`src/rtl/lsu_dbus_ctrl.sv`:
```
// Load-store unit: aligns store lanes, issues one bus request per access,
// waits for ack with a timeout, and returns extended load data.
module lsu_dbus_ctrl #(
  parameter logic [31:0] DMEM_BASE   = 32'h0000_0000,
  parameter logic [31:0] DMEM_SIZE   = 32'h0000_4000,
  parameter int          ACK_TIMEOUT = 16
) (
  input  logic        clk,
  input  logic        rst,
  input  logic        exe_req_i,
  input  logic        exe_we_i,
  input  logic [1:0]  exe_size_i,
  input  logic        exe_unsigned_i,
  input  logic [31:0] exe_addr_i,
  input  logic [31:0] exe_wdata_i,
  output logic        lsu_stall_o,
  output logic        lsu_done_o,
  output logic [31:0] lsu_rdata_o,
  output logic        lsu_misalign_o,
  output logic        lsu_buserr_o,
  output logic [31:0] lsu_badaddr_o,
  output logic        dbus_req_o,
  output logic        dbus_we_o,
  output logic [31:0] dbus_addr_o,
  output logic [31:0] dbus_wdata_o,
  output logic [3:0]  dbus_sel_byte_o,
  output logic        dmem_sel_o,
  input  logic [31:0] dbus_rdata_i,
  input  logic        dbus_ack_i
);

  // Counter spans the WAIT cycles 0..ACK_TIMEOUT-1
  localparam int CW = $clog2(ACK_TIMEOUT);

  typedef enum logic [1:0] {IDLE, ISSUE, WAIT, RESP} state_t;

  state_t        state, state_nxt;
  logic [CW-1:0] tmo_cnt;
  logic          we_q, uns_q, err_q, misalign_q, dmem_q;
  logic [1:0]    size_q;
  logic [31:0]   addr_q, wdata_q, rdata_q, badaddr_q;
  logic [3:0]    sel_q;

  logic          misaligned, accept, tmo_hit, in_win;
  logic [3:0]    sel_nxt;
  logic [31:0]   wdata_nxt, rshift, rext;
  logic [32:0]   win_end;

  // Request classification and timeout detection
  always_comb begin
    misaligned = ((exe_size_i == 2'b01) && exe_addr_i[0]) ||
                 (exe_size_i[1] && (exe_addr_i[1:0] != 2'b00));
    accept     = (state == IDLE) && exe_req_i && !misaligned;
    tmo_hit    = (tmo_cnt == CW'(ACK_TIMEOUT - 1));
    win_end    = {1'b0, DMEM_BASE} + {1'b0, DMEM_SIZE};
    in_win     = (exe_addr_i >= DMEM_BASE) && ({1'b0, exe_addr_i} < win_end);
  end

  // Store lane placement: enables shifted by offset, data replicated across lanes
  always_comb begin
    sel_nxt   = 4'b1111;
    wdata_nxt = exe_wdata_i;
    case (exe_size_i)
      2'b00: begin
        sel_nxt   = 4'b0001 << exe_addr_i[1:0];
        wdata_nxt = {4{exe_wdata_i[7:0]}};
      end
      2'b01: begin
        sel_nxt   = 4'b0011 << exe_addr_i[1:0];
        wdata_nxt = {2{exe_wdata_i[15:0]}};
      end
      default: ;
    endcase
  end

  // Load return: shift addressed bytes down, then sign/zero extend
  always_comb begin
    rshift = dbus_rdata_i >> {addr_q[1:0], 3'b000};
    case (size_q)
      2'b00:   rext = uns_q ? {24'h0, rshift[7:0]}  : {{24{rshift[7]}}, rshift[7:0]};
      2'b01:   rext = uns_q ? {16'h0, rshift[15:0]} : {{16{rshift[15]}}, rshift[15:0]};
      default: rext = rshift;
    endcase
  end

  // Next-state logic and state-derived outputs
  always_comb begin
    state_nxt = state;
    case (state)
      IDLE:    if (accept) state_nxt = ISSUE;
      ISSUE:   state_nxt = WAIT;
      WAIT:    if (dbus_ack_i || tmo_hit) state_nxt = RESP;
      RESP:    state_nxt = IDLE;
      default: state_nxt = IDLE;
    endcase
    lsu_stall_o     = accept || (state == ISSUE) || (state == WAIT);
    lsu_done_o      = (state == RESP);
    lsu_buserr_o    = (state == RESP) && err_q;
    dbus_req_o      = (state == ISSUE);
    lsu_misalign_o  = misalign_q;
    lsu_rdata_o     = rdata_q;
    lsu_badaddr_o   = badaddr_q;
    dbus_we_o       = we_q;
    dbus_addr_o     = {addr_q[31:2], 2'b00};
    dbus_wdata_o    = wdata_q;
    dbus_sel_byte_o = sel_q;
    dmem_sel_o      = dmem_q;
  end

  // State register, request latch, timeout counter and result capture
  always_ff @(posedge clk) begin
    if (rst) begin
      state      <= IDLE;
      tmo_cnt    <= '0;
      we_q       <= 1'b0;
      uns_q      <= 1'b0;
      size_q     <= 2'b00;
      addr_q     <= '0;
      wdata_q    <= '0;
      sel_q      <= '0;
      dmem_q     <= 1'b0;
      err_q      <= 1'b0;
      misalign_q <= 1'b0;
      rdata_q    <= '0;
      badaddr_q  <= '0;
    end else begin
      state      <= state_nxt;
      misalign_q <= (state == IDLE) && exe_req_i && misaligned;
      if ((state == IDLE) && exe_req_i && misaligned)
        badaddr_q <= exe_addr_i;
      if (accept) begin
        we_q    <= exe_we_i;
        uns_q   <= exe_unsigned_i;
        size_q  <= exe_size_i;
        addr_q  <= exe_addr_i;
        wdata_q <= wdata_nxt;
        sel_q   <= sel_nxt;
        dmem_q  <= in_win;
        tmo_cnt <= '0;
      end
      if (state == WAIT) begin
        if (dbus_ack_i) begin
          rdata_q <= we_q ? 32'h0 : rext;
          err_q   <= 1'b0;
          tmo_cnt <= '0;
        end else if (tmo_hit) begin
          rdata_q   <= 32'h0;
          err_q     <= 1'b1;
          badaddr_q <= addr_q;
          tmo_cnt   <= '0;
        end else begin
          tmo_cnt <= tmo_cnt + CW'(1);
        end
      end
    end
  end

endmodule

```
`config.mk`:
```
export PLATFORM = sky130hd
export DESIGN_NAME = lsu_dbus_ctrl
export DESIGN_NICKNAME = d
export VERILOG_FILES = /design/src/rtl/lsu_dbus_ctrl.sv
export SDC_FILE = /design/constraint.sdc
export NUM_CORES = 1
export LEC_CHECK = 0
export BUFFER_PORTS_ARGS = -buffer_cell sky130_fd_sc_hd__buf_2
export CORE_MARGIN = 5
export CORE_UTILIZATION = 54
export DETAILED_ROUTE_END_ITERATION = 10
export PLACE_DENSITY_LB_ADDON = 0.08
export SLEW_MARGIN = 20
export SYNTH_ARGS = -nofsm -noshare
export SYNTH_HDL_FRONTEND = slang
export SYNTH_SLANG_ARGS = --single-unit
```
`constraint.sdc`:
```
create_clock -name clk -period 4.5 [get_ports clk]
set_input_delay 0.45 -clock clk [delete_from_list [all_inputs] [get_ports clk]]
set_output_delay 0.45 -clock clk [all_outputs]
set_load 0.05 [all_outputs]
```
==> results.txt, run 1 <==
Fin Setup TNS: 0 ns
H-tree depth: 4
Delay-heaviest family, CP: simple AND/OR/NAND/NOR gates
Peak supply drop: 0.307 mV
CP max stage cell: nor3b_2
First-pass GRT wire length: 29200 microns
Die area: 14500 sq um
Area grow syn2layout: 23.0%
Core footprint: 12000 sq um
Gr usage total: 24.8%
Initial DRC Count: 414
Overflow after GRT: 0
CP Class: reg -> reg
Seq/Total Area, Yosys: 43.9%
MaxCap Viol Count: 0
Largest net degree at the start of global routing: 90
Synthesized cell area: 6610 sq um
Fillers: 1015
Synth area leaders: dfxtp_1 (44%), nand2_1 (7.2%), mux2i_1 (7.1%)
Crit-path cells: inv_1, ha_1, nand4bb_1, nor3b_2, nor2b_1, a221o_1
EDFF count, synth: 0
Met2 usage: 40.7%
Post-synth top flop: dfxtp_1
CTS buffer count: 17
Worst hold-check path type: in -> reg
Worst Reg-to-Reg Cells: 6
Clk root buf: clkbuf_16
IO Count: 243
CTS tree: done
Avg Inst Size Synth: 9.04 sq um
Share of synthesized registers carrying an async set or reset: 0%
Number of routed nets with antenna violations: 0
Detailed Place HPWL: 13400 microns
Worst slew pin tran: 0.994 ns
Worst path bufs/invs: 1
Routed WL per cell: 17.6 microns
GR Util met3: 7.11%
Pwr per Cell Area: 534 nW/um^2
Routability cong.: 0.813
Worst skew pair latency: 0.41 ns
Final wirelength: 18700 microns
Via density: 5.75
Placed cell count: 1030
Critical path capture point type: register
Max FO, Critical Path: 10
Post-CTS sizing: 0
Reg2reg setup slack: 1.72 ns
WP data arrival: 3.13 ns
Initial antenna violation count: 2
Share of cells above drive strength 1: 33.4%
IO buf count: 240
Stages on worst setup path: 6
Worst Hold Depth: 3
Vias: 6108
Crit path required time: 4.85 ns
Max Freq: 360 MHz
Max-slew violation count: 0
Row cnt: 40
Final setup viols: 0
Most common cell in the netlist: dfxtp_1
Synth Instances: 731
DRC viols: 0
Post-CTS Setup Inserts: 0
Worst Setup Start Kind: register
Post-synthesis register bit count: 145
Leak pwr: 3.82 nW
CTS Buffer Depth: 2
Tcrit/Tclk final: 61.7%
Clock skew: 0.00598 ns
Clk slew on worst S/H paths: 0.06 ns
Vias in the first global route: 5882
Cell accounting for the most synthesized area: dfxtp_1
Yosys cell types: 50
Slew headroom: 33.7%
Synth warn: 0
Total Nets Final: 1012
RSZ-0062 raised after global routing: false
Worst path max stage delay: 0.68 ns
Most crowded layer after global routing: met2
Fin crit period: 2.78 ns
Final hold violation count: 0
Cts hold-fix bufs: 0
First-pass iteration count of the detailed router: 5
Initial core utilization: 55.0%
# clock sinks: 145
Die extent in x: 121 microns
Non-Filler Instances: 1063
Synth cell count leaders: dfxtp_1 (145), nand2_1 (127), nor2_1 (67), a21oi_1 (63), mux2i_1 (47)
Share of the synthesized area in the top cell type: 43.9%
Status: completed
Die Ht: 121 microns
Met1 usage: 30.8%
Util after Layout: 67.7%
==> kinds of logic (layout without fill, tap and decap cells) <==
group | Yosys count | after routing | synth area share [%]
AOI/OAI and AO/OA | 177 | 177 | 19.3
xor gates and xnor gates | 1 | 1 | 0.133
adders and majority gates | 6 | 6 | 1.14
buffers and inverters | 99 | 281 | 8.12
DFF | 145 | 145 | 43.9
muxes | 72 | 72 | 12.7
other | 1 | 4 | 0.0568
and+or+nand+nor | 230 | 230 | 14.6
==> area by class of cell <==
| type | count | area, sq um | share of cell area (%) |
|---|---|---|---|
| antenna | 2 | 5.00 | 0.0616 |
| clock buffer | 27 | 513 | 6.31 |
| clock inverter | 4 | 72.6 | 0.893 |
| inverter | 6 | 22.5 | 0.277 |
| multi-input combinational | 488 | 3190 | 39.3 |
| sequential | 145 | 2900 | 35.7 |
| tap | 147 | 184 | 2.26 |
| timing repair buffer | 244 | 1230 | 15.2 |
==> sequential cells by signal (all words and copies together), names as in the netlist, 2 cells and up <==
signal           count
size_q               2
lsu_badaddr_o       32
addr_q              32
tmo_cnt              4
dbus_sel_byte_o      4
lsu_rdata_o         32
dbus_wdata_o        32
state                2
==> layout by cell type (no fill, tap or decap), types with 5 or more instances in the layout <==
cell type  count
dfxtp_1      144
o2bb2ai_1      8
a211oi_1      40
a22oi_1        8
mux2i_1       47
ha_1           6
nand2_1      126
clkbuf_8       5
buf_4          5
mux4_2         8
nor2_1        67
buf_2        239
clkbuf_16     17
o21ai_0        5
mux2_2        17
a311oi_1      11
a21oi_1       63
clkbuf_1       5
o211ai_1       9
a221oi_1       8
a221o_1       16
inv_1          5
nor3_1         5
==> power breakdown <==
part | leakage [nW] | internal (mW) | switching [mW]
Sequential | 1.18 | 1.44 | 0.112
Combinational | 2.36 | 0.392 | 1.00
Clock | 0.284 | 0.887 | 0.507
Total | 3.82 | 2.72 | 1.62
==> worst reg2reg max path, stage by stage, from the launching register on <==
cell       delay [ns]
dfxtp_1          0.32
inv_1            0.12
ha_1             0.37
nand4bb_1        0.47
nor3b_2          0.68
nor2b_1          0.52
a221o_1          0.24
==> routing by layer <==
layer  part of all wire [%]  vias to the layer above
met3                    7.8                       33
met4                    2.0                        0
met5                      0                        -
li1                       -                     2931
met1                     42                     2902
met2                     49                      242
==> stage by stage <==
stage | power (mW) | hold WS (ns) | cell area (sq um) | setup slack (ns)
floorplan | 2.67 | 0.432 | 6610 | 2.14
global placement | 2.94 | 0.441 | 7530 | 1.81
detailed placement | 2.97 | 0.446 | 7530 | 1.71
CTS | 4.36 | 0.260 | 8120 | 1.75
global route | 4.53 | 0.281 | 8130 | 1.42
finish | 4.34 | 0.281 | 8130 | 1.72
==> path summary, 6_finish.rpt <==
kind | startpoint | end
worst max register to register | state[0]$_SDFFE_PP0P_ | lsu_rdata_o[28]$_SDFFE_PP0P_
worst max-delay path | state[0]$_SDFFE_PP0P_ | lsu_rdata_o[28]$_SDFFE_PP0P_
worst min-delay path | exe_we_i | dbus_we_o$_SDFFE_PP0P_
worst min register to register | dbus_wdata_o[27]$_SDFFE_PP0P_ | dbus_wdata_o[27]$_SDFFE_PP0P_
Note: power is estimated with default switching activity, not from simulation.
==> run 2, diff against run 1 <==
--- a/config.mk
+++ b/config.mk
@@ -5,9 +5,10 @@
 export SDC_FILE = /design/constraint.sdc
 export NUM_CORES = 1
 export LEC_CHECK = 0
+export ABC_AREA = 1
 export BUFFER_PORTS_ARGS = -buffer_cell sky130_fd_sc_hd__buf_2
 export CORE_MARGIN = 5
-export CORE_UTILIZATION = 54
+export CORE_UTILIZATION = 51
 export DETAILED_ROUTE_END_ITERATION = 10
 export PLACE_DENSITY_LB_ADDON = 0.08
 export SLEW_MARGIN = 20
==> constraint.sdc (replaced) <==
create_clock -name clk -period 2.8 [get_ports clk]
set_input_delay 0.28 -clock clk [delete_from_list [all_inputs] [get_ports clk]]
set_output_delay 0.28 -clock clk [all_outputs]
set_load 0.05 [all_outputs]
==> run 2 against run 1 <==
  * Non-clock buffer count is 9 higher
  * Sequential cell count stayed put
  * Final area is 7.6% higher
  * First-iteration DRC count is 19% higher
  * Largest power group is now combinational logic
  * Clock skew is 0.0018 ns higher
  * Utilization is 4.2 points lower
  * Clock-buffer cell count is 4 lower
  * Synthesized cell count is 46% higher
  * Clock power is 78% higher
==> results.txt, run 2 <==
Most common cell in the netlist: nand2_1
Final Cell Area: 8750 sq um (+7.6%)
Synth area leaders: dfxtp_1 (41%), nand2_1 (20%), a21oi_1 (9.9%)
Status: completed
FF+latch area: 2900 sq um (about the same)
Pwr per Cell Area: 860 nW/um^2 (+61%)
Via density: 4.99 (-13%)
First-pass GRT wire length: 32900 microns (+13%)
CP Class: reg -> out
Met3 WL: 1710 microns (+17%)
Cts hold-fix bufs: 0 (unchanged)
Share of cells above drive strength 1: 24.5% (-8.9 points)
Worst slew pin tran: 1.00 ns (+0.00989 ns)
Area grow syn2layout: 22.8%
Die extent in x: 128 microns (+6.2%)
Row cnt: 43 (+7.5%)
Tcrit/Tclk final: 79.8%
Die Ht: 128 microns (+6.2%)
CTS Buffer Depth: 2 (unchanged)
Gr usage total: 24.7% (-0.13 points)
Slew headroom: 33.1% (-0.66 points)
Max FO, Critical Path: 4 (-6)
Vias in the first global route: 6527 (+11%)
DRC viols: 0 (unchanged)
Vias: 7156 (+17%)
Post-CTS sizing: 0 (unchanged)
Initial core utilization: 51.7% (-3.3 points)
Initial antenna violation count: 2 (unchanged)
Fillers: 1406 (+39%)
Worst hold-check path type: in -> reg
Crit path required time: 2.52 ns (-2.33 ns)
Core footprint: 13800 sq um (+15%)
Seq/Total Area, Yosys: 40.8% (-3.2 points)
Die area: 16400 sq um (+13%)
Leak pwr: 4.66 nW (+22%)
Final setup viols: 0 (unchanged)
Post-CTS Setup Inserts: 0 (unchanged)
Max Freq: 448 MHz
Synth Instances: 1066 (+46%)
Clk root buf: clkbuf_16
Share of the synthesized area in the top cell type: 40.8% (-3.2 points)
Uppermost layer routed: met5
EDFF count, synth: 0 (unchanged)
IO Count: 243 (unchanged)
Commonest non-fill, non-tap cell in the layout: nand2_1
Met2 WL: 9170 microns (+0.87%)
CTS buffer count: 17 (unchanged)
WP data arrival: 1.95 ns (-1.18 ns)
Number of routed nets with antenna violations: 0 (unchanged)
MaxCap Viol Count: 0 (unchanged)
Fin Setup TNS: 0 ns (unchanged)
Final worst slack: 0.566 ns (-1.16 ns)
Synthesized cell area: 7120 sq um (+7.7%)
Share of synthesized registers carrying an async set or reset: 0% (unchanged)
Clk slew on worst S/H paths: 0.06 ns (about the same)
IO buf count: 240 (unchanged)
Clock skew: 0.00781 ns (+0.00182 ns)
Peak supply drop: 0.451 mV (+47%)
Synth cell count leaders: nand2_1 (380), dfxtp_1 (145), a21oi_1 (141), inv_1 (95), nand3_1 (70)
Routed WL per cell: 14.2 microns (-19%)
Detailed Place HPWL: 13900 microns (+3.9%)
Worst skew pair latency: 0.42 ns (about the same)
Yosys cell types: 28 (-44%)
Critical path capture point type: output pin
CTS tree: done
Cell accounting for the most synthesized area: dfxtp_1
RSZ-0062 raised after global routing: false
Max-slew violation count: 0 (unchanged)
Placed inst area: 8100 sq um (+7.5%)
Synth warn: 0 (unchanged)
Hold WS: 0.105 ns (-0.176 ns)
Fin crit period: 2.23 ns
Worst Setup Start Kind: register
Largest net degree at the start of global routing: 92 (+2.2%)
Initial DRC Count: 492 (+19%)
Setup WS pre-CTS: 0.893 ns (-0.815 ns)
Avg Inst Size Synth: 6.68 sq um (-26%)
M1 WL: 9080 microns (+16%)
Post-synth top flop: dfxtp_1
Overflow after GRT: 0 (unchanged)
Final wirelength: 20400 microns (+8.8%)
# clock sinks: 145 (unchanged)
Final hold violation count: 0 (unchanged)
Area of the multi-input gates: 3250 sq um (+1.7%)
Routability cong.: 0.902 (+11%)
H-tree depth: 4 (unchanged)
Post-synthesis register bit count: 145 (unchanged)
Diode count: 0 (-2)
Total Nets Final: 1350 (+33%)
First-pass iteration count of the detailed router: 6 (+1)
Most frequent cells in the layout: nand2_1 (380), buf_2 (239), dfxtp_1 (145), a21oi_1 (141), inv_1 (95)
[run 2: changes by cell type after synthesis, moves of 11 or more]
cell      previous run  this run
mux2i_1             47         0
mux2_2              17         0
a311oi_1            11         0
a21oi_1             63       141
o21ai_0              5        57
o21ai_1              0        15
nand2_1            127       380
nand3_1              3        70
nor2_1              67        21
inv_1                5        95
a211oi_1            40         0
a221o_1             16         0
[run 2: critical path, stage by stage, from the launching register on]
cell and delay, ns:
dfxtp_1 0.37, inv_1 0.10, ha_1 0.24, nand2_1 0.15, inv_2 0.06, nand3_2 0.10
nand2_1 0.10, or2_1 0.21, buf_2 0.22
[run 2: layout make-up]
class / instances / share of cell area [%]
flip-flops and latches: 145 / 33.2
repair buffers: 253 / 15.3
clock buffers: 23 / 5.69
multi-input cells: 721 / 37.1
inverters: 102 / 4.39
clock inverters: 9 / 1.73
well taps: 180 / 2.58
[run 2: report_power, final]
part / total (mW) / leakage, nW / internal, mW / switching [mW]
Sequential: 2.47 / 1.18 / 2.32 / 0.147
Clock: 2.48 / 0.319 / 1.61 / 0.870
Combinational: 2.58 / 3.16 / 0.647 / 1.93
[run 2: metal layers]
layer | up-vias | GRT usage (%)
li1 | 3683 | -
met1 | 3211 | 32.4
met2 | 223 | 38.5
met3 | 35 | 7.92
met4 | 4 | 8.18
met5 | - | 0
[run 2: cell families after synthesis]
kind of cell / count (synthesis) / share of synthesized area (%)
and+or+nand+nor: 490 / 28.3
adders and majority gates: 6 / 1.05
xor gates and xnor gates: 1 / 0.123
DFF: 145 / 40.8
buffers and inverters: 201 / 13.8
AOI/OAI and AO/OA: 222 / 15.9
other: 1 / 0.0527
[run 2: stage by stage]
stage | power (mW) | cells | utilization [%]
global route | 7.93 | 1433 | 63.5
global placement | 5.07 | 1401 | 58.8
CTS | 7.56 | 1433 | 63.5
floorplan | 4.56 | 1067 | -
finish | 7.52 | 1433 | 63.5
detailed placement | 5.09 | 1401 | 58.8
[run 2: final timing paths]
kind	start	end	slack (ns)	cells past startpoint
worst max-delay path	state[0]$_SDFFE_PP0P_	lsu_stall_o	0.57	8
worst min-delay path	exe_wdata_i[16]	dbus_wdata_o[16]$_SDFFE_PP0P_	0.10	3
worst max register to register	state[0]$_SDFFE_PP0P_	lsu_rdata_o[6]$_SDFFE_PP0P_	0.88	6
worst min register to register	lsu_rdata_o[18]$_SDFFE_PP0P_	lsu_rdata_o[18]$_SDFFE_PP0P_	0.46	2
==> run 3, diff against run 2 <==
--- a/config.mk
+++ b/config.mk
@@ -8,7 +8,7 @@
 export ABC_AREA = 1
 export BUFFER_PORTS_ARGS = -buffer_cell sky130_fd_sc_hd__buf_2
 export CORE_MARGIN = 5
-export CORE_UTILIZATION = 51
+export CORE_UTILIZATION = 46
 export DETAILED_ROUTE_END_ITERATION = 10
 export PLACE_DENSITY_LB_ADDON = 0.08
 export SLEW_MARGIN = 20
==> constraint.sdc (replaced) <==
create_clock -name clk -period 1.9 [get_ports clk]
set_input_delay 0.19 -clock clk [delete_from_list [all_inputs] [get_ports clk]]
set_output_delay 0.19 -clock clk [all_outputs]
set_load 0.05 [all_outputs]
==> run 3 against run 2 <==
  * Clock skew decreased by 0.00077 ns
  * Final area grew 1.9%
  * Clock power up 39%
  * Global-route usage down 2.0 points
  * Die area up 10%
  * Critical path type unchanged
  * Cell count rose by 1.5%
  * Setup slack worse by 0.51 ns
==> results.txt, run 3 (same netlist as run 2, synthesis figures left out) <==
Most frequent cells in the layout: nand2_1 (378), buf_2 (238), dfxtp_1 (143), a21oi_1 (141), inv_1 (92)
Critical path capture point type: output pin
Commonest non-fill, non-tap cell in the layout: nand2_1
Delay-heaviest family, CP: simple AND/OR/NAND/NOR gates
Worst path max stage delay: 0.35 ns (-0.02 ns)
Status: completed
CP max stage cell: dfxtp_2
First-pass iteration count of the detailed router: 5 (-1)
H-tree depth: 4 (unchanged)
RR Endpoint: lsu_badaddr_o[31]$_SDFF_PP0_
Clock skew: 0.00703 ns (-0.000772 ns)
MaxCap Viol Count: 0 (unchanged)
WP data arrival: 1.65 ns (-0.30 ns)
Leak pwr: 4.72 nW (+1.4%)
IO buf count: 240 (unchanged)
Routability cong.: 0.860 (-4.6%)
Worst skew pair latency: 0.42 ns (about the same)
Worst Min Path Start: exe_wdata_i[18]
Final Cell Area: 8910 sq um (+1.9%)
Worst path bufs/invs: 3 (unchanged)
Max Freq: 542 MHz
Final hold violation count: 0 (unchanged)
Final setup viols: 0 (unchanged)
Total Nets Final: 1365 (+1.1%)
Die Ht: 134 microns (+4.9%)
CP Class: reg -> out
Fillers: 1553 (+10%)
Number of routed nets with antenna violations: 0 (unchanged)
CTS Buffer Depth: 2 (unchanged)
Diode count: 0 (unchanged)
Row cnt: 45 (+4.7%)
Slew headroom: 58.5% (+25 points)
Overflow after GRT: 0 (unchanged)
# clock sinks: 145 (unchanged)
Vias: 7215 (+0.82%)
Worst R2R Start: state[1]$_SDFFE_PP0P_
CTS buffer count: 17 (unchanged)
Clk root buf: clkbuf_16
Crit path required time: 1.71 ns (-0.81 ns)
Worst Hold Depth: 3 (unchanged)
Initial DRC Count: 466 (-5.3%)
Worst Setup Start Kind: register
Peak supply drop: 0.674 mV (+49%)
Initial core utilization: 46.8% (-4.9 points)
Non-Filler Instances: 1455 (+1.5%)
Die area: 18100 sq um (+10%)
Vias in the first global route: 6679 (+2.3%)
Worst Reg-to-Reg Cells: 10 (+4)
Tcrit/Tclk final: 97.1%
Initial antenna violation count: 2 (unchanged)
Max FO, Critical Path: 3 (-1)
CTS tree: done
Placed inst area: 8210 sq um (+1.5%)
Detailed Place HPWL: 14400 microns (+3.9%)
Core footprint: 15200 sq um (+10%)
Largest net degree at the start of global routing: 92 (unchanged)
Pwr per Cell Area: 1250 nW/um^2 (+46%)
Clk slew on worst S/H paths: 0.06 ns (about the same)
Routed WL per cell: 14.3 microns (+0.51%)
Fin crit period: 1.84 ns
Placed cell count: 1418 (+1.2%)
Crit-path cells: inv_4, ha_4, nand2_4, inv_4, nand3_4, nand2_4, or2_4, buf_12
Via density: 4.96 (-0.70%)
Share of cells above drive strength 1: 26.0% (+1.5 points)
Worst hold-check path type: in -> reg
Gr usage total: 22.7% (-2.0 points)
Final wirelength: 20800 microns (+2.1%)
First-pass GRT wire length: 33400 microns (+1.7%)
Max-slew violation count: 0 (unchanged)
Die extent in x: 134 microns (+4.9%)
Worst slew pin tran: 0.622 ns (-0.382 ns)
DRC viols: 0 (unchanged)
WHS Endpoint: dbus_wdata_o[18]$_SDFFE_PP0P_
Area grow syn2layout: 25.2%
Util after Layout: 58.6% (-4.9 points)
IO Count: 243 (unchanged)
Reg2reg setup slack: 0.19 ns (-0.69 ns)
==> run 3: cell types whose count changed in the layout (fill, tap and decap cells not counted), sizes merged <==
cell and change:
buf +15, bufinv -1, clkbuf -1, clkinv +1
==> run 3: per-stage QoR <==
| stage | hold WS [ns] | power (mW) | setup TNS (ns) | setup WS [ns] |
|---|---|---|---|---|
| after floorplan | 0.333 | 6.72 | 0 | 0.163 |
| after global placement | 0.440 | 7.62 | 0 | 0.187 |
| after detailed placement | 0.447 | 7.63 | 0 | 0.126 |
| after CTS | 0.00233 | 11.2 | 0 | 0.00648 |
| after global routing | 0.00696 | 11.8 | -0.00809 | -0.00809 |
| final | 0.0143 | 11.2 | 0 | 0.0560 |
==> run 3: timing repair <==
| item | in CTS | in global routing |
|---|---|---|
| cloned | 0 | 0 |
| buffers inserted | 3 | 3 |
| hold buffers | 0 | 0 |
| pin swaps | 2 | 2 |
| resized for setup | 7 | 8 |
| setup endpoints to repair | 1 | 3 |
==> run 3: final cells by class <==
type | count | area, sq um | area share, %
multi-input cells | 721 | 3290 | 36.9
clock buffers | 22 | 474 | 5.32
clock inverters | 9 | 130 | 1.46
repair buffers | 268 | 1490 | 16.7
flip-flops and latches | 145 | 2910 | 32.6
well taps | 188 | 235 | 2.64
inverters | 102 | 389 | 4.37
==> run 3: worst max path at each step <==
stage | cells past startpoint | endpoint | startpoint | slack [ns]
floorplan | 8 | lsu_stall_o | state[0]$_SDFFE_PP0P_ | 0.16
global placement | 8 | addr_q[9]$_SDFFE_PP0P_ | state[0]$_SDFFE_PP0P_ | 0.19
detailed placement | 8 | dbus_wdata_o[1]$_SDFFE_PP0P_ | state[0]$_SDFFE_PP0P_ | 0.13
CTS | 8 | lsu_stall_o | state[1]$_SDFFE_PP0P_ | 0.006
global route | 8 | lsu_stall_o | state[0]$_SDFFE_PP0P_ | -0.008
finish | 8 | lsu_stall_o | state[0]$_SDFFE_PP0P_ | 0.06
==> run 3: worst reg2reg max path: stages, from the launching register on <==
cell and delay [ns]:
dfxtp_2 0.33, buf_4 0.12, ha_2 0.22, inv_2 0.07, nor2_2 0.17, nand3_2 0.11, buf_12 0.20, o21ai_0 0.25
inv_1 0.06, nand2_1 0.06, inv_1 0.03
==> run 3: routing by layer <==
| metal | vias up | routed length (microns) | track usage (%) |
|---|---|---|---|
| li1 | 3717 | - | - |
| met1 | 3230 | 9620 | 30.6 |
| met2 | 232 | 9230 | 35.1 |
| met3 | 32 | 1600 | 6.53 |
| met4 | 4 | 336 | 7.35 |
| met5 | - | 21 | 0 |
==> run 3: where the power goes <==
group	internal [mW]	switching (mW)	leakage [nW]	total (mW)
combinational	1.17	2.92	3.24	4.10
clock	2.16	1.28	0.296	3.45
sequential	3.42	0.211	1.18	3.63
